<file path="src/rtl/display_scan_ctrl.sv">
// display_scan_ctrl: self-timed scanner for common-anode seven-segment displays.
// A prescaler divides clk into digit slots, and a slot counter walks 0..N_DIGITS-1.
// Anode, segment and decimal-point drives are all registered and active-low.
// Optional feature macro: DISPLAY_GHOST_BLANK_EN. When it is defined, the anodes
// are blanked for the first GUARD_CYCLES cycles of every slot.
module display_scan_ctrl #(
   parameter int N_DIGITS     = 8,
   parameter int REFRESH_DIV  = 100000,
   parameter int GUARD_CYCLES = 16
) (
   input  logic                                              clk,
   input  logic                                              rst,
   input  logic                                              en,
   input  logic [4*N_DIGITS-1:0]                             digits_in,
   input  logic [N_DIGITS-1:0]                               dp_in,
   input  logic [N_DIGITS-1:0]                               digit_en,
   output logic [N_DIGITS-1:0]                               anode_out,
   output logic [6:0]                                        seg_out,
   output logic                                              dp_out,
   output logic [((N_DIGITS > 2) ? $clog2(N_DIGITS) : 1)-1:0] sel_out,
   output logic                                              frame_tick
);

   localparam int SEL_W = (N_DIGITS > 2) ? $clog2(N_DIGITS) : 1;
   localparam int PW    = (REFRESH_DIV > 2) ? $clog2(REFRESH_DIV) : 1;
   localparam logic [SEL_W-1:0] SEL_LAST = SEL_W'(N_DIGITS - 1);
   localparam logic [PW-1:0]    PRE_LAST = PW'(REFRESH_DIV - 1);

   logic [PW-1:0]       presc;
   logic [PW-1:0]       presc_n;
   logic [SEL_W-1:0]    sel_n;
   logic                tc;
   logic                wrap;
   logic                lit;
   logic                anode_on;
   logic [3:0]          nib;
   logic [N_DIGITS-1:0] anode_n;

   // Hex nibble to active-low {g,f,e,d,c,b,a} glyph
   function automatic logic [6:0] hex_to_seg(input logic [3:0] h);
      logic [6:0] s;
      case (h)
         4'h0: s = 7'h40;
         4'h1: s = 7'h79;
         4'h2: s = 7'h24;
         4'h3: s = 7'h30;
         4'h4: s = 7'h19;
         4'h5: s = 7'h12;
         4'h6: s = 7'h02;
         4'h7: s = 7'h78;
         4'h8: s = 7'h00;
         4'h9: s = 7'h10;
         4'hA: s = 7'h08;
         4'hB: s = 7'h03;
         4'hC: s = 7'h46;
         4'hD: s = 7'h21;
         4'hE: s = 7'h06;
         default: s = 7'h0E;
      endcase
      return s;
   endfunction

   // Next prescaler and slot values; both freeze while en is low
   always_comb begin
      tc      = en && (presc == PRE_LAST);
      wrap    = tc && (sel_out == SEL_LAST);
      presc_n = presc;
      sel_n   = sel_out;
      if (en) presc_n = tc ? '0 : presc + 1'b1;
      if (tc) sel_n = wrap ? '0 : sel_out + 1'b1;
   end

   // Drive values for the slot that becomes current on this edge
   always_comb begin
      anode_n = '1;
      for (int k = 0; k < N_DIGITS; k++) begin
         if (int'(sel_n) == N_DIGITS - 1 - k) anode_n[k] = 1'b0;
      end
      nib = digits_in[4*int'(sel_n) +: 4];
      lit = en && digit_en[sel_n];
`ifdef DISPLAY_GHOST_BLANK_EN
      anode_on = lit && (presc_n >= PW'(GUARD_CYCLES));
`else
      anode_on = lit;
`endif
   end

   // Counters and output registers, all updated on the same edge
   always_ff @(posedge clk) begin
      if (rst) begin
         presc      <= '0;
         sel_out    <= '0;
         anode_out  <= '1;
         seg_out    <= 7'h7F;
         dp_out     <= 1'b1;
         frame_tick <= 1'b0;
      end else begin
         presc      <= presc_n;
         sel_out    <= sel_n;
         frame_tick <= wrap;
         anode_out  <= anode_on ? anode_n : '1;
         seg_out    <= lit ? hex_to_seg(nib) : 7'h7F;
         dp_out     <= lit ? ~dp_in[sel_n] : 1'b1;
      end
   end

endmodule

</file>
<file path="config.mk">
export PLATFORM = sky130hd
export DESIGN_NAME = display_scan_ctrl
export DESIGN_NICKNAME = d
export VERILOG_FILES = /design/src/rtl/display_scan_ctrl.sv
export SDC_FILE = /design/constraint.sdc
export NUM_CORES = 1
export LEC_CHECK = 0
export CORE_MARGIN = 2
export CORE_UTILIZATION = 47
export DETAILED_ROUTE_END_ITERATION = 8
export GPL_TIMING_DRIVEN = 0
export PLACE_DENSITY = 0.85
export SYNTH_ARGS = -nofsm -noshare
export SYNTH_HDL_FRONTEND = slang
export SYNTH_SLANG_ARGS = --single-unit
</file>
<file path="constraint.sdc">
create_clock -name clk -period 4.25 [get_ports clk]
set_clock_uncertainty 0.1 [all_clocks]
set_input_delay 1.0625 -clock clk [delete_from_list [all_inputs] [get_ports clk]]
set_output_delay 1.0625 -clock clk [all_outputs]
set_load 0.05 [all_outputs]
</file>
---- After elaboration in Yosys (flattened, before gate mapping) ----
Memories as Yosys holds them, arrays and structs flattened. A register that Yosys moved wholly into a read port is not among the register bits.
Cells that the tools add are included.
cells by class
  $add $sub $neg .......................... 2
  muxes and demuxes ....................... 15
  bitwise logic cells ..................... 2
  magnitude comparators ................... 1
  reductions and logical operators ........ 5
  shifts and indexed selects .............. 1
  equal/unequal tests ..................... 9
operators by type and width
  cell                                                                    number
  32-bit by 6-bit indexed part select with 4-bit output                   1
  17-bit by 1-bit adder with 17-bit output (second input constant)        1
  17-bit equality test (second input constant)                            1
  17-bit two-way mux                                                      1
  3-bit equality test (second input constant)                             5
  1-bit two-way mux                                                       10
  1-bit binary-select mux with 3-bit select                               2
  3-bit by 2-bit equality test with 1-bit output (second input constant)  2
  3-bit two-way mux                                                       2
  3-bit by 4-bit < comparator with 1-bit output (second input constant)   1
  3-bit by 1-bit adder with 3-bit output (second input constant)          1
  3-bit by 1-bit equality test with 1-bit output (second input constant)  1
  1-bit logical AND                                                       3
  3-bit zero test                                                         1
  1-bit inverter                                                          2
  2-bit OR reduction                                                      1
word-level totals
  word-level logic and storage cells ...... 41
  register bits after elaboration ......... 30
  input port bits ......................... 51
  memories ................................ 1
  memory bits (read-only) ................. 112
  output and inout bits ................... 20
memories
  memory           depth  bits a word  read ports  clocked after Yosys merged registers in  wr ports  line  text
  (no name shown)  16     7            1           1                                        0         42    case (h)

---- Longest topological paths before layout ----
Gate-level depths: netlist (run 1).
  depth in word-level cells ............... 10
  depth in mapped cells ................... 15

---- Worst setup path after synthesis (run 1) ----
OpenSTA, ideal clock, no wires.
  path kind ............................... input to register
  start point ............................. input en
  end point ............................... register seg_out[3]
  setup slack ............................. 0.320 ns
  stages on the path ...................... 13
  required time ........................... 4.033 ns
  data arrival time ....................... 3.712 ns
  path buffers ............................ 1
  path through ............................ buf_4 > and3_1 > nand3_2 > nor2_4 > o32ai_1 > a221o_1 > a21oi_1 > a21oi_1 > inv_1 > ha_1 > inv_1 > mux4_2 > nand2b_1
on the way
  word-level cells in the longest chain between the ends .. 9
ends and longest elaborated chain
  item                                       line  text
  from (decl)                                13    input logic en,
  1-bit logical AND                          65    tc = en && (presc == PRE_LAST);
  1-bit logical AND                          66    wrap = tc && (sel_out == SEL_LAST);
  3-bit two-way mux (2 in series)            70    if (tc) sel_n = wrap ? '0 : sel_out + 1'b1;
  1-bit binary-select mux with 3-bit select  80    lit = en && digit_en[sel_n];
  1-bit two-way mux (implied by the code)    80
  1-bit logical AND                          80
  1-bit inverter (no line)                   -
  2-bit OR reduction (no line)               -
  to (decl)                                  18    output logic [6:0] seg_out,
Parallel ways exist; a longest one is shown, timed or not. The select of a mux whose other input is x is not followed.
A chain may end at the register's enable or synchronous reset.

---- Worst setup path in the final report (run 1) ----
Same ends and word-level chain as after synthesis.

==> impl_metrics.toml, run 1 <==
[power]
power.total_mw = 0.789
cellPowerDensity_nw_per_um2 = 245
ir_worst_vdd_mv = 0.158
power_leakage_nw = 1.17

[worst_setup_path]
path_class = "primary input to flop"
crit_top_cell = "and3_1"
path_max_fanout = 10
critPathMaxStageDelay_ps = 470
setup.worst_path.start_class = "primary input"
cpMaxStageDelayCell = "mux4_2"
critPathArrivalTime_ps = 4080
worst-endpoint-required_ps = 4330
cp-end-kind = "flop"
cells_along_the_critical_path = "buf_4 > and3_1 > and3_1 > clkbuf_8 > nand2_2 > a22o_1 > a221o_1 > o22ai_1 > inv_1 > ha_1 > mux4_2 > nand2b_1"

[detailed_routing]
detailedRoute.firstPassIterationCount = 5
ant_nets = 0
routed_wire_length_per_instance_um = 15.7
vias_per_cell = 5.66
drc = 0
totalWireLength_mm = 6.18
route.vias.total = 2234
drt_first_iter_violations = 180

[die]
boundaryPins = 71
design.die.area_um2 = 5550
floorplan.initialDensity_pct = 49.1
dieWidth_um = 74.5
die_h_um = 74.5
placeableCoreArea_um2 = 4750
std_cell_rows = 25

[yosys]
synth.lib_cells_used.distinct = 68
synth.avg_cell_area_um2 = 9.26
ys_async_rst_share_pct = 0
synth_enable_flop_cells = 0
synth_flop_cell = "dfxtp_1"
synth.yosys.warnings = 0
yosysMostFrequentCell = "dfxtp_1"
synth_largest_type_area_fraction_pct = 31.7
synth_seq_area_share_pct = 31.7
synth.cell_area_um2 = 2330
postSynthRegisterBits = 37
post_syn_nets = 312
synth_area_leaders = "dfxtp_1 (32%), ha_1 (4.8%), a21oi_1 (3.6%), nand2_1 (3.2%), nor2_1 (3.2%)"
postSynthCellCount = 252
post_synth_most_frequent_cells = "dfxtp_1 (37), nand2_1 (20), nor2_1 (20)"
synthDominantAreaCellType = "dfxtp_1"

[global_route]
grt_pass1_wl_mm = 9.72
grt_antenna_before_repair = 0
grt_max_degree = 12
grt_util_all_layers_pct = 23.1
gr-total-overflow = 0
via_count_of_the_first_global_routing_pass = 2056

[timing]
timing.final.hold_violations = 0
worst_slack_ps = 252
fmaxAchievable_mhz = 250
rsz0062_at_grt = "false"
tightest_pin_transition_ps = 573
worst_hold_check_slack_ps = 407
fin_crit_ps = 4000
max_slew_margin_pct = 61.8
count_of_final_max_slew_check_failures = 0
tns_ps = 0
final_setup_violations = 0
layout_worst_path_cycle_share_pct = 94.1

[outcome]
outcome = "finished, final reports clean"

[clock_tree]
clkTransAtPathRegs_ps = 70
clock_path_buffers = 2
root_buffer = "clkbuf_8"
tritoncts = "done"
cts_setup_buffers = 0
worst_skew_pair.late_latency_ps = 300
clock_sink_count = 37
htree_num_levels = 2
cts_buffers = 5

[placed_design]
dpl-instance-area_um2 = 3100
portBuffers = 68
preCtsSetupSlack_ps = -343
routabilityCongestion = 0.947
dp_hpwl_mm = 4.77
number_of_cells_in_the_design_after_placement = 387

[min_path]
hold_path_class = "flop to flop"

[run]
drv.max_cap_violation_count = 0

[layout]
syn2layout_area_growth_pct = 38.2
num_antenna_cells = 0
num-nets-final = 387
drive_gt1_share_pct = 14.0
postLayoutCellArea_um2 = 3230
n_fill_cell = 386
utilization_pct = 67.9
finish.cell_count_without_fillers = 395
-- power by group --
part | switching, mW | internal [mW]
Clock | 0.129 | 0.191
Combinational | 0.0486 | 0.0664
Sequential | 0.00254 | 0.351
-- routing by layer --
layer  vias up  global-route usage [%]  wire (µm)
li1       1102                       -          -
met1      1025                    30.9       2690
met2       100                    37.3       2920
met3         7                    4.20        491
met4         0                    8.33         84
met5         -                       0          0
-- sequential cells by signal (all words and copies together) (netlist names) --
| register | count |
|---|---|
| dp_out | 1 |
| seg_out | 7 |
| frame_tick | 1 |
| sel_out | 3 |
| presc | 17 |
| anode_out | 8 |
-- cells by family after synthesis --
group                      synth area share [%]
buffers and inverters                      3.97
xor gates and xnor gates                   4.13
muxes                                      6.81
AOI/OAI and AO/OA                          22.4
adders and majority gates                  4.82
and+or+nand+nor                            26.2
DFF                                        31.7
-- critical path, delay by kind of cell --
family / cells / cell delay [ps]
AO/OA/AOI/OAI: 3 / 1120
adder cells (fa/ha/maj): 1 / 260
buffers and inverters: 3 / 460
multiplexers: 1 / 470
AND/OR/NAND/NOR: 4 / 700
-- worst paths after layout --
kind / depth (start not counted) / to / slack [ps] / from
worst min-delay path: 2 / presc[1] / 410 / presc[1]
worst min register to register: 2 / presc[1] / 410 / presc[1]
worst max-delay path: 12 / seg_out[3] / 250 / en
worst max register to register: 11 / seg_out[3] / 640 / presc[7]
-- cells in the final DEF, fill, tap and decap left out, types with 3 or more instances in the layout --
master	n
nor2_1	20
o22ai_1	3
or2_2	4
nand2_1	20
clkdlybuf4s50_1	68
a221o_1	5
inv_1	9
a22oi_1	3
or3_1	4
nand4_1	5
a21oi_1	16
mux2_2	3
xor2_1	8
clkbuf_1	3
nor3_1	3
xnor2_1	3
nand2b_1	8
dfxtp_1	37
and4_1	4
mux2i_1	4
nand3_1	9
ha_1	9
o221ai_1	3
o21ai_0	9
and3_1	4
clkbuf_8	7
-- layout make-up --
| class | instances | area (µm²) | share of cell area (%) |
|---|---|---|---|
| buffer | 9 | 58.8 | 1.82 |
| clock buffer | 7 | 86.3 | 2.68 |
| clock inverter | 1 | 30.0 | 0.931 |
| inverter | 9 | 33.8 | 1.05 |
| multi-input combinational | 197 | 1510 | 46.9 |
| sequential | 37 | 741 | 23.0 |
| tap | 67 | 83.8 | 2.60 |
| timing repair buffer | 68 | 681 | 21.1 |
-- timing repair --
| item | 4_1_cts | 5_1_grt |
|---|---|---|
| endpoints found under the setup margin | 1 | 1 |
| gates resized for setup | 1 | 1 |
| hold buffers | 0 | 0 |
| cloned | 0 | 0 |
No activity file was read; power rests on OpenSTA's default activity.
==> inputs of run 2 (changes only) <==
--- a/config.mk
+++ b/config.mk
@@ -5,11 +5,15 @@
 export SDC_FILE = /design/constraint.sdc
 export NUM_CORES = 1
 export LEC_CHECK = 0
+export CELL_PAD_IN_SITES_DETAIL_PLACEMENT = 1
+export CELL_PAD_IN_SITES_GLOBAL_PLACEMENT = 2
+export CORE_ASPECT_RATIO = 0.9
 export CORE_MARGIN = 2
-export CORE_UTILIZATION = 47
+export CORE_UTILIZATION = 28
 export DETAILED_ROUTE_END_ITERATION = 8
 export GPL_TIMING_DRIVEN = 0
-export PLACE_DENSITY = 0.85
+export PLACE_DENSITY = 0.86
+export SKIP_LAST_GASP = 1
 export SYNTH_ARGS = -nofsm -noshare
 export SYNTH_HDL_FRONTEND = slang
 export SYNTH_SLANG_ARGS = --single-unit
==> run 2 against run 1 <==
Compared with the run above:
- die area rose by 64%
- total power down 9.2%
- sequential power about the same
- cell count grew 7.8%
- sequential share of layout area decreased by 0.18 points
- maximum frequency rose by 0.19%
- count of clock-buffer cells in the layout is the same
- wire length rose by 16%
- hold slack gained 3.3 ps
- final area grew 0.78%
- critical path depth rose by 1
- worst setup slack better by 7.7 ps
==> impl_metrics.toml, run 2 (synthesized netlist as in run 1, its figures left out) <==
[timing]
worst_hold_check_slack_ps = 411
layout_worst_path_cycle_share_pct = 93.9
fmaxAchievable_mhz = 251
tightest_pin_transition_ps = 610
timing.final.hold_violations = 0
worst_slack_ps = 260
final_setup_violations = 0
fin_crit_ps = 3990
count_of_final_max_slew_check_failures = 0
tns_ps = 0
max_slew_margin_pct = 59.3
rsz0062_at_grt = "false"

[layout]
postLayoutCellArea_um2 = 3250
utilization_pct = 40.3
top_register = "presc"
largest_register_ff_count = 17
drive_gt1_share_pct = 14.1
finish.cell_count_without_fillers = 426
num_antenna_cells = 0
mostFrequentLayoutCells = "clkdlybuf4s50_1 (68), dfxtp_1 (37), nand2_1 (20), nor2_1 (20), a21oi_1 (16)"
num-nets-final = 387
syn2layout_area_growth_pct = 39.3
largestRegisters = "presc: 17 flops, anode_out: 8 flops, seg_out: 7 flops"
layout.cells.most_common = "clkdlybuf4s50_1"

[clock_tree]
cts_hold_buffers = 0
root_buffer = "clkbuf_8"
clock_sink_count = 37
cts_buffers = 5
clock_path_buffers = 2
htree_num_levels = 2
cts_setup_buffers = 0
worst_skew_pair.late_latency_ps = 280
tritoncts = "done"
clkTransAtPathRegs_ps = 70

[die]
boundaryPins = 71
die_h_um = 90.6
std_cell_rows = 31
placeableCoreArea_um2 = 8070
floorplan.initialDensity_pct = 28.9
dieWidth_um = 100
design.die.area_um2 = 9090

[detailed_routing]
detailedRoute.firstPassIterationCount = 4
ant_nets = 0
route.vias.total = 2264
vias_per_cell = 5.31
totalWireLength_mm = 7.18
drc = 0
drt_first_iter_violations = 68
routed_wire_length_per_instance_um = 16.8

[min_path]
hold_path_class = "flop to flop"
worstHoldStart = "presc[1]"

[worst_setup_path]
critPathArrivalTime_ps = 4060
setup.worst_path.start_class = "primary input"
path_max_fanout = 8
cells_along_the_critical_path = "buf_4 > and3_1 > nand3_2 > nor3_2 > a22o_1 > a221o_1 > a21oi_1 > a21oi_2 > inv_1 > ha_1 > inv_1 > mux4_2 > nand2b_1"
path_class = "primary input to flop"
worst-endpoint-required_ps = 4320
critical-path-top-delay-family = "simple AND/OR/NAND/NOR gates"
reg2reg_from = "sel_out[0]"
worst_setup_path_startpoint = "en"
cpMaxStageDelayCell = "nor3_2"
critPathMaxStageDelay_ps = 440
crit_top_cell = "inv_1"
cp-end-kind = "flop"
cp.buffers_inverters = 3

[power]
power.total_mw = 0.716
power_frac_comb_pct = 16.2
clockPowerShare_pct = 34.4
power_switching_mw = 0.170
power_leakage_nw = 1.15
ir_worst_vdd_mv = 0.0793
switching_share_pct = 23.7
internal_power_mw = 0.547
power.share.sequential_pct = 49.4
cellPowerDensity_nw_per_um2 = 220

[placed_design]
preCtsSetupSlack_ps = -400
dpl-instance-area_um2 = 3140
routabilityCongestion = 0.893
number_of_cells_in_the_design_after_placement = 419
dp_hpwl_mm = 5.69
portBuffers = 68

[global_route]
via_count_of_the_first_global_routing_pass = 2268
grt_util_all_layers_pct = 16.2
grt_pass1_wl_mm = 11.7
grt_antenna_before_repair = 0
grt_max_degree = 11
gr-total-overflow = 0

[outcome]
outcome = "finished, final reports clean"

[run]
drv.max_cap_violation_count = 0
## run 2: worst min-delay path, stage by stage (launching register included)
cell	delay, ps
dfxtp_1	340
nand2b_1	80
a21oi_1	50
## run 2: per-layer routing
layer	wire [µm]	global-route usage, %
met1	3430	22.9
met2	3200	24.8
met3	467	3.56
met4	83	4.00
met5	0	0
## run 2: timing repair
| action | in CTS | in global routing |
|---|---|---|
| pin swaps | 0 | 0 |
| resized for setup | 1 | 3 |
| endpoints found under the hold margin | 0 | 0 |
| endpoints found under the setup margin | 1 | 2 |
## run 2: power by group through the flow
| stage | Clock [mW] | Combinational (mW) | Sequential (mW) |
|---|---|---|---|
| 6_report | 0.247 | 0.116 | 0.354 |
| 5_1_grt | 0.272 | 0.125 | 0.354 |
| 4_1_cts | 0.258 | 0.116 | 0.354 |
| 3_5_place_dp | 0 | 0.115 | 0.362 |
| 3_3_place_gp | 0 | 0.113 | 0.362 |
| 2_1_floorplan | 0 | 0.0407 | 0.373 |
## run 2: final timing paths
path,slack [ps],depth (start not counted),to
worst min-delay path,410,2,presc[1]
worst min register to register,410,2,presc[1]
worst max-delay path,260,13,seg_out[3]
worst max register to register,670,14,seg_out[3]
## run 2: cell type report
class                           count  area (µm²)
Buffer                              9        58.8
Clock buffer                        7        86.3
Fill cell                         946        4820
Inverter                            9        33.8
Multi-Input combinational cell    197        1530
Sequential cell                    37         741
Tap cell                           99         124
Timing Repair Buffer               68         681
